### src/rtl/mr_if_pkg.sv
// rtl/mr_if_pkg.sv - shared state encoding and PC step for the fetch stage
package mr_if_pkg;

  typedef enum logic [1:0] {
    IF_STATE_BOOT  = 2'd0,
    IF_STATE_RUN   = 2'd1,
    IF_STATE_DRAIN = 2'd2
  } if_state_e;

  localparam int IALIGN = 32;
  localparam int PC_INC = IALIGN / 8;

endpackage

### src/rtl/mr_if_if.sv
// rtl/mr_if_if.sv - fetch stage bundle: imem port, decode stream, redirect
interface mr_if_if #(
  parameter int XLEN    = 32,
  parameter int IMAXLEN = 32
);

  logic               imem_req_valid;
  logic               imem_req_ready;
  logic [XLEN-1:0]    imem_req_addr;
  logic               imem_resp_valid;
  logic [IMAXLEN-1:0] imem_resp_data;
  logic [IMAXLEN-1:0] inst;
  logic [XLEN-1:0]    inst_pc;
  logic               inst_valid;
  logic               inst_ready;
  logic               redirect_valid;
  logic [XLEN-1:0]    redirect_pc;
  logic               fetch_misaligned;

  modport master (
    output imem_req_valid, imem_req_addr, inst, inst_pc, inst_valid, fetch_misaligned,
    input  imem_req_ready, imem_resp_valid, imem_resp_data, inst_ready,
           redirect_valid, redirect_pc
  );

  modport slave (
    input  imem_req_valid, imem_req_addr, inst, inst_pc, inst_valid, fetch_misaligned,
    output imem_req_ready, imem_resp_valid, imem_resp_data, inst_ready,
           redirect_valid, redirect_pc
  );

endinterface

### src/rtl/mr_if_fifo.sv
// rtl/mr_if_fifo.sv - synchronous FIFO with flush and a zero-latency head
module mr_if_fifo #(
  parameter int WIDTH = 64,
  parameter int DEPTH = 2
) (
  input  logic                     clk,
  input  logic                     rst,
  input  logic                     flush,
  input  logic                     push,
  input  logic [WIDTH-1:0]         wdata,
  input  logic                     pop,
  output logic [WIDTH-1:0]         rdata,
  output logic [$clog2(DEPTH):0]   count,
  output logic                     empty,
  output logic                     full
);

  localparam int AW = $clog2(DEPTH);

  logic [WIDTH-1:0] mem [DEPTH];
  logic [AW-1:0]    wr_ptr;
  logic [AW-1:0]    rd_ptr;

  assign rdata = mem[rd_ptr];
  assign empty = (count == '0);
  assign full  = (count == (AW+1)'(DEPTH));

  always_ff @(posedge clk) begin
    if (push) begin
      mem[wr_ptr] <= wdata;
    end
  end

  // Pointers wrap naturally because DEPTH is a power of two.
  always_ff @(posedge clk) begin
    if (rst || flush) begin
      wr_ptr <= '0;
      rd_ptr <= '0;
      count  <= '0;
    end else begin
      if (push) begin
        wr_ptr <= wr_ptr + 1'b1;
      end
      if (pop) begin
        rd_ptr <= rd_ptr + 1'b1;
      end
      case ({push, pop})
        2'b10:   count <= count + 1'b1;
        2'b01:   count <= count - 1'b1;
        default: count <= count;
      endcase
    end
  end

endmodule

### src/rtl/mr_if.sv
// rtl/mr_if.sv - instruction fetch stage with credit-limited requests and redirect flush
module mr_if
  import mr_if_pkg::*;
#(
  parameter int              XLEN       = 32,
  parameter int              IMAXLEN    = 32,
  parameter logic [XLEN-1:0] RESET_PC   = '0,
  parameter int              FIFO_DEPTH = 2
) (
  input logic    clk,
  input logic    rst,
  mr_if_if.master bus
);

  localparam int CW = $clog2(FIFO_DEPTH) + 1;

  if_state_e          state;
  logic [XLEN-1:0]    fetch_pc;
  logic [XLEN-1:0]    resp_pc;
  logic [CW-1:0]      outstanding;
  logic [CW-1:0]      drop_cnt;
  logic               misaligned_q;

  logic [CW-1:0]      fifo_count;
  logic               fifo_empty;
  logic               fifo_full;
  logic [IMAXLEN+XLEN-1:0] fifo_head;

  logic [CW:0]        credit_used;
  logic               req_hs;
  logic               push;
  logic               pop;
  logic               drop_now;
  logic [CW-1:0]      outstanding_next;
  logic [CW-1:0]      drop_cnt_next;
  logic [XLEN-1:0]    redirect_base;

  // Every in-flight request plus every buffered word holds one FIFO slot.
  assign credit_used = {1'b0, outstanding} + {1'b0, fifo_count};

  assign bus.imem_req_valid = (state == IF_STATE_RUN) && !bus.redirect_valid &&
                              (credit_used < (CW+1)'(FIFO_DEPTH));
  assign bus.imem_req_addr  = fetch_pc;
  assign req_hs             = bus.imem_req_valid && bus.imem_req_ready;

  assign drop_now      = bus.imem_resp_valid && (drop_cnt != '0);
  assign push          = bus.imem_resp_valid && (drop_cnt == '0) && !bus.redirect_valid;
  assign drop_cnt_next = drop_now ? drop_cnt - 1'b1 : drop_cnt;

  assign bus.inst_valid = !fifo_empty && !bus.redirect_valid && (state != IF_STATE_BOOT);
  assign pop            = bus.inst_valid && bus.inst_ready;
  assign {bus.inst, bus.inst_pc} = fifo_head;
  assign bus.fetch_misaligned    = misaligned_q;

  assign outstanding_next = outstanding + CW'(req_hs) - CW'(bus.imem_resp_valid);
  assign redirect_base    = {bus.redirect_pc[XLEN-1:2], 2'b00};

  mr_if_fifo #(
    .WIDTH (IMAXLEN + XLEN),
    .DEPTH (FIFO_DEPTH)
  ) u_fifo (
    .clk   (clk),
    .rst   (rst),
    .flush (bus.redirect_valid),
    .push  (push),
    .wdata ({bus.imem_resp_data, resp_pc}),
    .pop   (pop),
    .rdata (fifo_head),
    .count (fifo_count),
    .empty (fifo_empty),
    .full  (fifo_full)
  );

  always_ff @(posedge clk) begin
    if (rst) begin
      state        <= IF_STATE_BOOT;
      fetch_pc     <= RESET_PC;
      resp_pc      <= RESET_PC;
      outstanding  <= '0;
      drop_cnt     <= '0;
      misaligned_q <= 1'b0;
    end else begin
      outstanding  <= outstanding_next;
      misaligned_q <= bus.redirect_valid && (bus.redirect_pc[1:0] != 2'b00);
      if (bus.redirect_valid) begin
        // Everything still in flight belongs to the old path.
        fetch_pc <= redirect_base;
        resp_pc  <= redirect_base;
        drop_cnt <= outstanding_next;
        state    <= (outstanding_next != '0) ? IF_STATE_DRAIN : IF_STATE_RUN;
      end else begin
        if (req_hs) begin
          fetch_pc <= fetch_pc + XLEN'(PC_INC);
        end
        if (push) begin
          resp_pc <= resp_pc + XLEN'(PC_INC);
        end
        drop_cnt <= drop_cnt_next;
        case (state)
          IF_STATE_BOOT:  state <= IF_STATE_RUN;
          IF_STATE_DRAIN: state <= (drop_cnt_next == '0) ? IF_STATE_RUN : IF_STATE_DRAIN;
          default:        state <= IF_STATE_RUN;
        endcase
      end
    end
  end

  a_outstanding_bound: assert property (@(posedge clk) disable iff (rst)
    outstanding <= CW'(FIFO_DEPTH));
  a_no_spurious_resp: assert property (@(posedge clk) disable iff (rst)
    !(bus.imem_resp_valid && (outstanding == '0)));
  a_no_push_full: assert property (@(posedge clk) disable iff (rst)
    !(push && fifo_full));

endmodule

### src/flat_wrapper.sv
// flat-port wrapper written by rule: the top's interface ports become plain ports
module mr_if_flat import mr_if_pkg::*;
#(
  parameter int              XLEN       = 32,
  parameter int              IMAXLEN    = 32,
  parameter logic [XLEN-1:0] RESET_PC   = '0,
  parameter int              FIFO_DEPTH = 2
)
  (clk, rst, bus_imem_req_valid, bus_imem_req_addr, bus_inst, bus_inst_pc, bus_inst_valid, bus_fetch_misaligned, bus_imem_req_ready, bus_imem_resp_valid, bus_imem_resp_data, bus_inst_ready, bus_redirect_valid, bus_redirect_pc);
  mr_if_if #(.XLEN(XLEN), .IMAXLEN(IMAXLEN)) bus_i ();
  input logic clk;
  input logic rst;
  output wire logic [$bits(bus_i.imem_req_valid)-1:0] bus_imem_req_valid;
  output wire logic [$bits(bus_i.imem_req_addr)-1:0] bus_imem_req_addr;
  output wire logic [$bits(bus_i.inst)-1:0] bus_inst;
  output wire logic [$bits(bus_i.inst_pc)-1:0] bus_inst_pc;
  output wire logic [$bits(bus_i.inst_valid)-1:0] bus_inst_valid;
  output wire logic [$bits(bus_i.fetch_misaligned)-1:0] bus_fetch_misaligned;
  input wire logic [$bits(bus_i.imem_req_ready)-1:0] bus_imem_req_ready;
  input wire logic [$bits(bus_i.imem_resp_valid)-1:0] bus_imem_resp_valid;
  input wire logic [$bits(bus_i.imem_resp_data)-1:0] bus_imem_resp_data;
  input wire logic [$bits(bus_i.inst_ready)-1:0] bus_inst_ready;
  input wire logic [$bits(bus_i.redirect_valid)-1:0] bus_redirect_valid;
  input wire logic [$bits(bus_i.redirect_pc)-1:0] bus_redirect_pc;
  assign bus_imem_req_valid = bus_i.imem_req_valid;
  assign bus_imem_req_addr = bus_i.imem_req_addr;
  assign bus_inst = bus_i.inst;
  assign bus_inst_pc = bus_i.inst_pc;
  assign bus_inst_valid = bus_i.inst_valid;
  assign bus_fetch_misaligned = bus_i.fetch_misaligned;
  assign bus_i.imem_req_ready = bus_imem_req_ready;
  assign bus_i.imem_resp_valid = bus_imem_resp_valid;
  assign bus_i.imem_resp_data = bus_imem_resp_data;
  assign bus_i.inst_ready = bus_inst_ready;
  assign bus_i.redirect_valid = bus_redirect_valid;
  assign bus_i.redirect_pc = bus_redirect_pc;
  mr_if #(.XLEN(XLEN), .IMAXLEN(IMAXLEN), .RESET_PC(RESET_PC), .FIFO_DEPTH(FIFO_DEPTH)) u_core (.clk(clk), .rst(rst), .bus(bus_i));
endmodule
### config.mk
export PLATFORM = sky130hd
export DESIGN_NAME = mr_if_flat
export DESIGN_NICKNAME = d
export VERILOG_FILES = /design/src/rtl/mr_if_pkg.sv /design/src/rtl/mr_if_if.sv /design/src/rtl/mr_if_fifo.sv /design/src/rtl/mr_if.sv /design/src/flat_wrapper.sv
export SDC_FILE = /design/constraint.sdc
export NUM_CORES = 1
export LEC_CHECK = 0
export ABC_AREA = 1
export CORE_ASPECT_RATIO = 0.7
export CORE_MARGIN = 2
export CORE_UTILIZATION = 35
export DETAILED_ROUTE_END_ITERATION = 16
export PLACE_DENSITY = 0.55
export SLEW_MARGIN = 5
export SYNTH_ARGS = -nofsm -noshare
export SYNTH_HDL_FRONTEND = slang
export SYNTH_SLANG_ARGS = --single-unit
### constraint.sdc
create_clock -name clk -period 12.9 [get_ports clk]
set_clock_uncertainty 0.1 [all_clocks]
set_input_delay 1.935 -clock clk [delete_from_list [all_inputs] [get_ports clk]]
set_output_delay 1.935 -clock clk [all_outputs]
set_load 0.02 [all_outputs]
==> results_dict.tcl <==
set metrics [dict create \
    outcome "finished, final reports clean" \
    rsz0062_at_grt "false" \
    die_width_um 200 \
    fin_crit_sh_pct 44.9 \
    path_clk_slew_ps 70 \
    synth_top_family_by_area "simple AND/OR/NAND/NOR gates" \
    synth_xor_area_share_pct 1.68 \
    muxShareOfSynthArea_pct 7.42 \
    fin_crit_ps 5790 \
    clock_path_buffers 2 \
    drc 0 \
    setup_tns_ps 0 \
    die_h_um 141 \
    nFillCells 2594 \
    end_kind "output pin" \
    ir_drop_mv 0.0910 \
    vias 7284 \
    cp_top_family "buffers and inverters" \
    cp_cell_sequence "buf_2 -> buf_4 -> inv_1 -> o21ai_0 -> nor2_1 -> clkdlybuf4s50_1" \
    design.core.area_mm2 0.0266 \
    hold_path_class "register to register" \
    overflow 0 \
    grt_start_max_net_pins 63 \
    clkPwrFrac_pct 38.1 \
    final_cell_mix "257 x nand2_1, 162 x clkdlybuf4s50_1, 124 x edfxtp_1" \
    tightest_slew_ps 906 \
    min_from "u_core.u_fifo.rd_ptr" \
    power_frac_seq_pct 49.2 \
    cts_root_buf "clkbuf_16" \
    crit_path_max_fanout 48 \
    cp.required_ps 10860 \
    seq_area_frac_synth_pct 54.9 \
    synth_compound_area_share_pct 6.89 \
    r2r_start "u_core.u_fifo.count[0]" \
    grt_usage_pct 18.1 \
    setup_viol 0 \
    synth_edf_count 124 \
    antenna_found_initial 0 \
    synth_warnings 0 \
    drv_cap 0 \
    layout_commonest_cell "nand2_1" \
    synth_seq_cells 196 \
    netlist_area_mm2 0.00940 \
    drv_slew 0 \
    slowest_delay_ps 620 \
    finalPower_mw 1.48 \
    diodes 0 \
    start_kind "input pin" \
    yosys.area_share.adder_pct 1.01 \
    grt_pass1_wl_um 38700 \
    globalplace.congestion 0.870 \
    ys.flop_type "edfxtp_1" \
    portBuffers 164 \
    cts_setup_buffers 0 \
    maxSlewHeadroom_pct 39.6 \
    ant_nets 0 \
    hold_viol_final 0 \
    yosysUniqueCellTypes 40 \
    syn_area_per_cell_um2 9.35 \
    synth-simple-area-share_pct 22.0 \
    synthesis.instances 1006 \
    io_pins 169 \
    grt_pass1_vias 6692 \
    floorplan.initialDensity_pct 35.4 \
    htreeDepth 4 \
    cts_buffers 17 \
    crit_type "input pin to output pin" \
    synthArstFlopShare_pct 0 \
    cts_tree "built" \
    placed_area_mm2 0.0114 \
    place.detailed.hpwl_um 17700 \
    post_drt_wl_per_cell_um 16.3 \
    final_cells 1543 \
    nNetsFinal 1243 \
    area_growth_pct 27.6 \
    clock-sinks 196 \
    rows 50 \
    wl_um 25100 \
    final_util_pct 45.1 \
    detail_route.first_pass.iterations 5 \
    p_per_area_mw_per_mm2 123 \
    path_buf_inv 4 \
    avgViaCountPerCell 4.72 \
    ctsResizeCount 0 \
    critPathLaunch "bus_redirect_valid" \
    slowest_stage "clkdlybuf4s50_1" \
    power_frac_comb_pct 12.7 \
    power.leakage_nw 4.22 \
    place_inst 1511 \
    power.internal_mw 1.10 \
    crit_arrival_ps 3760 \
    swShare_pct 25.8 \
    final_area_mm2 0.0120 \
    cts_hold_buf 0 \
    clkLatencyLatePin_ps 450 \
    power.net_switching_mw 0.381 \
    drive_gt1_share_pct 13.6 \
    max_freq_ghz 0.173 \
    drt-initial-drc-count 459 \
    die-area_mm2 0.0282 \
]
## metal layers
metal | global-route usage (%) | part of all wire (%)
met1 | 28.3 | 52
met2 | 25.3 | 41
met3 | 3.85 | 5.8
met4 | 3.98 | 0.96
met5 | 0 | 0
## path summary, 6_finish.rpt
check                         end  slack, ps  cells past startpoint
max                bus_inst_valid       7110                      6
min          u_core.u_fifo.rd_ptr        420                      2
max reg2reg       u_core.state[1]       9930                     12
min reg2reg  u_core.u_fifo.rd_ptr        420                      2
## cells in the mapped netlist (all sizes together), types with 3 or more instances
| cell | n | area share, % |
|---|---|---|
| nand2 | 269 | 11 |
| edfxtp | 124 | 40 |
| nor2 | 118 | 6.2 |
| inv | 104 | 4.2 |
| dfxtp | 72 | 15 |
| mux2 | 62 | 7.4 |
| nand3 | 60 | 3.4 |
| a21oi | 58 | 3.2 |
| o21ai | 47 | 2.5 |
| buf | 24 | 1.6 |
| xor2 | 13 | 1.2 |
| a31oi | 11 | 0.73 |
| clkbuf | 8 | 0.32 |
| ha | 6 | 0.80 |
| nand3b | 6 | 0.48 |
| xnor2 | 5 | 0.47 |
| nand4 | 4 | 0.27 |
| and2 | 3 | 0.20 |
| or2 | 3 | 0.20 |
## logic make-up after synthesis
family,Yosys count
buffers and inverters,136
and+or+nand+nor,465
muxes,62
DFF,196
other,1
adders and majority gates,7
xor gates and xnor gates,18
AOI/OAI and AO/OA,121
## power by group through the flow
stage / clock, mW / sequential (mW) / combinational [mW]
5_1_grt: 0.603 / 0.731 / 0.205
3_3_place_gp: 0 / 0.740 / 0.187
3_5_place_dp: 0 / 0.741 / 0.188
4_1_cts: 0.578 / 0.727 / 0.189
2_1_floorplan: 0 / 0.740 / 0.100
6_report: 0.564 / 0.727 / 0.187
## worst min-delay path: cells and delay by family, from the launching register on
kind,cells,cell delay (ps)
flip-flops,1,320
XOR/XNOR,1,80
AND/OR/NAND/NOR,1,80
## area by class of cell
class	instances	area, µm²	share of cell area [%]
clock buffers	19	443	3.69
well taps	364	455	3.79
flip-flops and latches	196	5170	43.0
clock inverters	13	174	1.45
inverters	104	390	3.25
repair buffers	170	1680	14.0
multi-input cells	677	3700	30.8
## sequential cells by signal (all words and copies together) (netlist names), named ones only
register / flops
u_core.u_fifo.mem: 124
u_core.bus.imem_req_addr: 30
u_core.resp_pc: 30
u_core.drop_cnt: 2
u_core.outstanding: 2
u_core.state: 2
u_core.u_fifo.count: 2
u_core.bus.fetch_misaligned: 1
u_core.u_fifo.rd_ptr: 1
u_core.u_fifo.wr_ptr: 1
## through the flow
stage / setup WS (ps) / hold slack, ps
3_3_place_gp: 7090 / 389
2_1_floorplan: 7280 / 348
6_report: 7110 / 415
3_5_place_dp: 7060 / 396
5_1_grt: 6880 / 439
4_1_cts: 7050 / 413
(Power assumes the default switching activity.)
==> edit 1: new RTL, config.mk and constraints unchanged <==
The 3 states of `if_state_e` get a one-hot encoding in 3 bits.
--- a/src/rtl/mr_if_pkg.sv
+++ b/src/rtl/mr_if_pkg.sv
@@ -1,10 +1,10 @@
 // rtl/mr_if_pkg.sv - shared state encoding and PC step for the fetch stage
 package mr_if_pkg;
 
-  typedef enum logic [1:0] {
-    IF_STATE_BOOT  = 2'd0,
-    IF_STATE_RUN   = 2'd1,
-    IF_STATE_DRAIN = 2'd2
+  typedef enum logic [2:0] {
+    IF_STATE_BOOT  = 3'b001,
+    IF_STATE_RUN   = 3'b010,
+    IF_STATE_DRAIN = 3'b100
   } if_state_e;
 
   localparam int IALIGN = 32;
Behaviour: same outputs for any inputs over 4 cycles, from zero or initial values and one cycle with rst high; so few cycles prove little.
==> edit 1 against the unedited design <==
Worst hold slack got worse by 0.026 ns. Sequential cell count rose by 1. Clock power fell by 3%. Highest routed layer unchanged. Worst setup slack improved by 0.13 ns. Area after synthesis fell by 1.8%. Wire length fell by 1.2%. Non-clock buffer count did not move. Count of clock-buffer cells in the layout did not move. Cell area fell by 1.6%. Power fell by 1.8%. Fmax rose by 2.3%. Largest power group unchanged.
==> edit 1: results <==
export IMPL_path_clk_slew_ns=0.07
export IMPL_synthTopCellsByArea="edfxtp_1, dfxtp_1, nand2_1, mux2_2, nor2_1"
export IMPL_hold_class="flop to flop"
export IMPL_ys_top_cells_by_count="nand2_1, edfxtp_1, nor2_1"
export IMPL_drive_above_1_share_pct=11.7
export IMPL_final_nets=1210
export IMPL_largest_reg_flops=124
export IMPL_synth_edf_count=124
export IMPL_cp_startpoint="bus_redirect_valid"
export IMPL_worst_r2r_cell_count=8
export IMPL_peakVddDrop_mv=0.0972
export IMPL_grt_pass1_vias=6522
export IMPL_drt_wl_total_um=24800
export IMPL_ys_async_sr_fraction_pct=0
export IMPL_grt_antenna_before_repair=0
export IMPL_grt_start_max_net_pins=64
export IMPL_ctsLongestPathBuffers=2
export IMPL_first_pass_iters=5
export IMPL_critical_path_max_fanout=38
export IMPL_r2r_setup_slack_ns=9.81
export IMPL_synthFlopType="edfxtp_1"
export IMPL_p_leak_uw=0.00427
export IMPL_num_antenna_cells=0
export IMPL_num_vias=7056
export IMPL_cpMaxStageDelayCell="clkdlybuf4s50_1"
export IMPL_tightest_slew_ns=0.894
export IMPL_crit_family="buffers and inverters"
export IMPL_cts_buffers=17
export IMPL_fillers=2533
export IMPL_port_buffers=164
export IMPL_detailedRoute_firstIterationViolations=396
export IMPL_grt_pass1_wl_um=37700
export IMPL_synth_cell_types=38
export IMPL_place_hpwl_um=17700
export IMPL_htree_levels=4
export IMPL_gp_congestion=0.911
export IMPL_clk_latency_ns=0.44
export IMPL_post_cts_resized=0
export IMPL_cts_sinks=197
export IMPL_hold_violations=0
export IMPL_rr_startpoint="u_core.drop_cnt[0]"
export IMPL_status="complete, no violations"
export IMPL_grt_usage_pct=18.0
export IMPL_r2r_end="u_core.u_fifo.mem[1][47]"
export IMPL_crit_arrival_ns=3.63
export IMPL_crit_path_end="bus_imem_req_valid"
export IMPL_clockRootBuffer="clkbuf_16"
export IMPL_ys_seq_area_share_pct=56.1
edit 1: logic make-up after synthesis:
group	count (synthesis)	synth area share, %
and+or+nand+nor	436	20.2
DFF	197	56.1
buffers and inverters	127	5.84
AOI/OAI and AO/OA	113	6.50
muxes	62	7.56
xor gates and xnor gates	29	2.75
adders and majority gates	7	1.03
other	1	0.0406
edit 1: worst min path at each step:
stage / from / slack, ns / endpoint / cells past startpoint
after floorplan: u_core.u_fifo.count[0] / 0.34 / u_core.u_fifo.count[0] / 1
after global placement: u_core.u_fifo.count[0] / 0.36 / u_core.u_fifo.count[0] / 1
after detailed placement: u_core.u_fifo.count[0] / 0.37 / u_core.u_fifo.count[0] / 1
after CTS: u_core.u_fifo.count[0] / 0.39 / u_core.u_fifo.count[0] / 1
after global routing: u_core.u_fifo.count[0] / 0.43 / u_core.u_fifo.count[0] / 1
final: u_core.u_fifo.count[0] / 0.39 / u_core.u_fifo.count[0] / 1
edit 1: routing by layer:
layer / GRT usage, % / wire length [µm]
met5: 0 / 0
met4: 3.88 / 184
met3: 4.77 / 1440
met2: 25.2 / 10300
met1: 27.7 / 12900
edit 1: stage by stage:
step	std cells	cell area (µm²)	setup WS, ns
after floorplan	975	9250	7.33
final	1501	11800	7.23
after global routing	1501	11800	7.15
after CTS	1501	11800	7.22
after detailed placement	1471	11200	7.21
after global placement	1471	11200	7.22
edit 1: layout make-up:
class	instances	area [µm²]	share of cell area [%]
tap	357	447	3.78
clock inverter	11	158	1.34
clock buffer	19	433	3.67
multi-input combinational	651	3540	30.0
sequential	197	5190	43.9
inverter	96	360	3.05
timing repair buffer	170	1680	14.2
edit 1: report_power, final:
group          internal [µW]  leakage [µW]  switching [µW]
Sequential               701       0.00175            26.4
Clock                    320      0.000282             229
Combinational           77.5       0.00224            96.7
Total                   1100       0.00427             352
==> edit 2: new RTL, same flow settings <==
Without the edit above. `FIFO_DEPTH` is set to 2 in 2 places; all go to 4.
--- a/src/rtl/mr_if.sv
+++ b/src/rtl/mr_if.sv
@@ -5,7 +5,7 @@
   parameter int              XLEN       = 32,
   parameter int              IMAXLEN    = 32,
   parameter logic [XLEN-1:0] RESET_PC   = '0,
-  parameter int              FIFO_DEPTH = 2
+  parameter int              FIFO_DEPTH = 4
 ) (
   input logic    clk,
   input logic    rst,
--- a/src/flat_wrapper.sv
+++ b/src/flat_wrapper.sv
@@ -4,7 +4,7 @@
   parameter int              XLEN       = 32,
   parameter int              IMAXLEN    = 32,
   parameter logic [XLEN-1:0] RESET_PC   = '0,
-  parameter int              FIFO_DEPTH = 2
+  parameter int              FIFO_DEPTH = 4
 )
   (clk, rst, bus_imem_req_valid, bus_imem_req_addr, bus_inst, bus_inst_pc, bus_inst_valid, bus_fetch_misaligned, bus_imem_req_ready, bus_imem_resp_valid, bus_imem_resp_data, bus_inst_ready, bus_redirect_valid, bus_redirect_pc);
   mr_if_if #(.XLEN(XLEN), .IMAXLEN(IMAXLEN)) bus_i ();
Behaviour: not the same (a bounded check fails within 4 cycles, from zero or initial values and one cycle with rst high).
==> edit 2 against the unedited design <==
Count of clock-buffer cells in the layout up 27. Cell area up 48%. Via count up 48%. Largest power group unchanged. Worst hold slack worse by 0.035 ns. Worst setup slack worse by 0.15 ns. Combinational power up 47%. Area after synthesis up 54%. Critical path type unchanged. Highest routed layer unchanged. Core utilization down 1.7 points. Sequential cell count up 130. Wire length up 53%. Power up 68%. Fmax down 2.5%.
==> edit 2: results <==
export IMPL_status="complete, no violations"
export IMPL_first_pass_iters=7
export IMPL_tightest_slew_ns=1.05
export IMPL_internal_power_uw=1860
export IMPL_crit_path_end="bus_imem_req_valid"
export IMPL_r2r_end="u_core.state[1]"
export IMPL_met3_length_um=2310
export IMPL_routed_via_density=4.91
export IMPL_grt_start_max_net_pins=101
export IMPL_ys_top_cells_by_count="nand2_1, edfxtp_1, nor2_1"
export IMPL_hold_end="u_core.u_fifo.count[0]"
export IMPL_fin_ws_ns=6.96
export IMPL_ys_seq_area_share_pct=62.0
export IMPL_drive_above_1_share_pct=7.97
export IMPL_worst_r2r_cell_count=14
export IMPL_synth_edf_count=248
export IMPL_drt_wl_total_um=38500
export IMPL_wl_per_cell_um=17.5
export IMPL_wl_met1_um=19000
export IMPL_ctsLongestPathBuffers=3
export IMPL_grt_usage_pct=17.8
export IMPL_gp_congestion=0.854
export IMPL_dp_slack_ns=6.94
export IMPL_place_inst=2134
export IMPL_placed_area_um2=16600
export IMPL_htree_levels=2
export IMPL_grt_pass1_vias=10400
export IMPL_clk_latency_ns=0.53
export IMPL_synth_cell_types=39
export IMPL_final_nets=1713
export IMPL_hold_slack_ns=0.380
export IMPL_place_hpwl_um=24100
export IMPL_largest_reg_flops=248
export IMPL_synthTopCellsByArea="edfxtp_1, dfxtp_1, nand2_1, nor2_1, o21ai_0"
export IMPL_crit_arrival_ns=3.91
export IMPL_grt_antenna_before_repair=0
export IMPL_met3_usage_pct=3.24
export IMPL_top_layer_used="met4"
export IMPL_cp_startpoint="bus_redirect_valid"
export IMPL_wl_met2_um=16500
export IMPL_cts_buffers=36
export IMPL_critical_path_max_fanout=35
export IMPL_use_met1_pct=26.6
export IMPL_p_leak_uw=0.00622
export IMPL_r2r_setup_slack_ns=9.80
export IMPL_hp_start="u_core.u_fifo.count[0]"
export IMPL_synth_avg_cell_area_um2=9.84
-- edit 2: cells by family after synthesis --
logic type / Yosys count / synth area share, %
and+or+nand+nor: 634 / 18.9
DFF: 326 / 62.0
AOI/OAI and AO/OA: 300 / 11.3
buffers and inverters: 187 / 5.47
adders and majority gates: 15 / 1.40
xor gates and xnor gates: 14 / 0.896
other: 1 / 0.0258
-- edit 2: cell type report --
cell class / count / area (µm²)
clock buffer: 46 / 970
clock inverter: 20 / 163
inverter: 122 / 467
fill: 3902 / 23200
timing repair buffer: 175 / 1720
sequential: 326 / 9010
multi-input combinational: 967 / 4760
tap: 544 / 681
-- edit 2: power groups by stage --
stage / combinational [µW] / sequential, µW / clock [µW]
4_1_cts: 277 / 1220 / 1020
2_1_floorplan: 153 / 1240 / 0
5_1_grt: 302 / 1230 / 1060
3_5_place_dp: 276 / 1240 / 0
6_report: 274 / 1220 / 991
3_3_place_gp: 274 / 1240 / 0
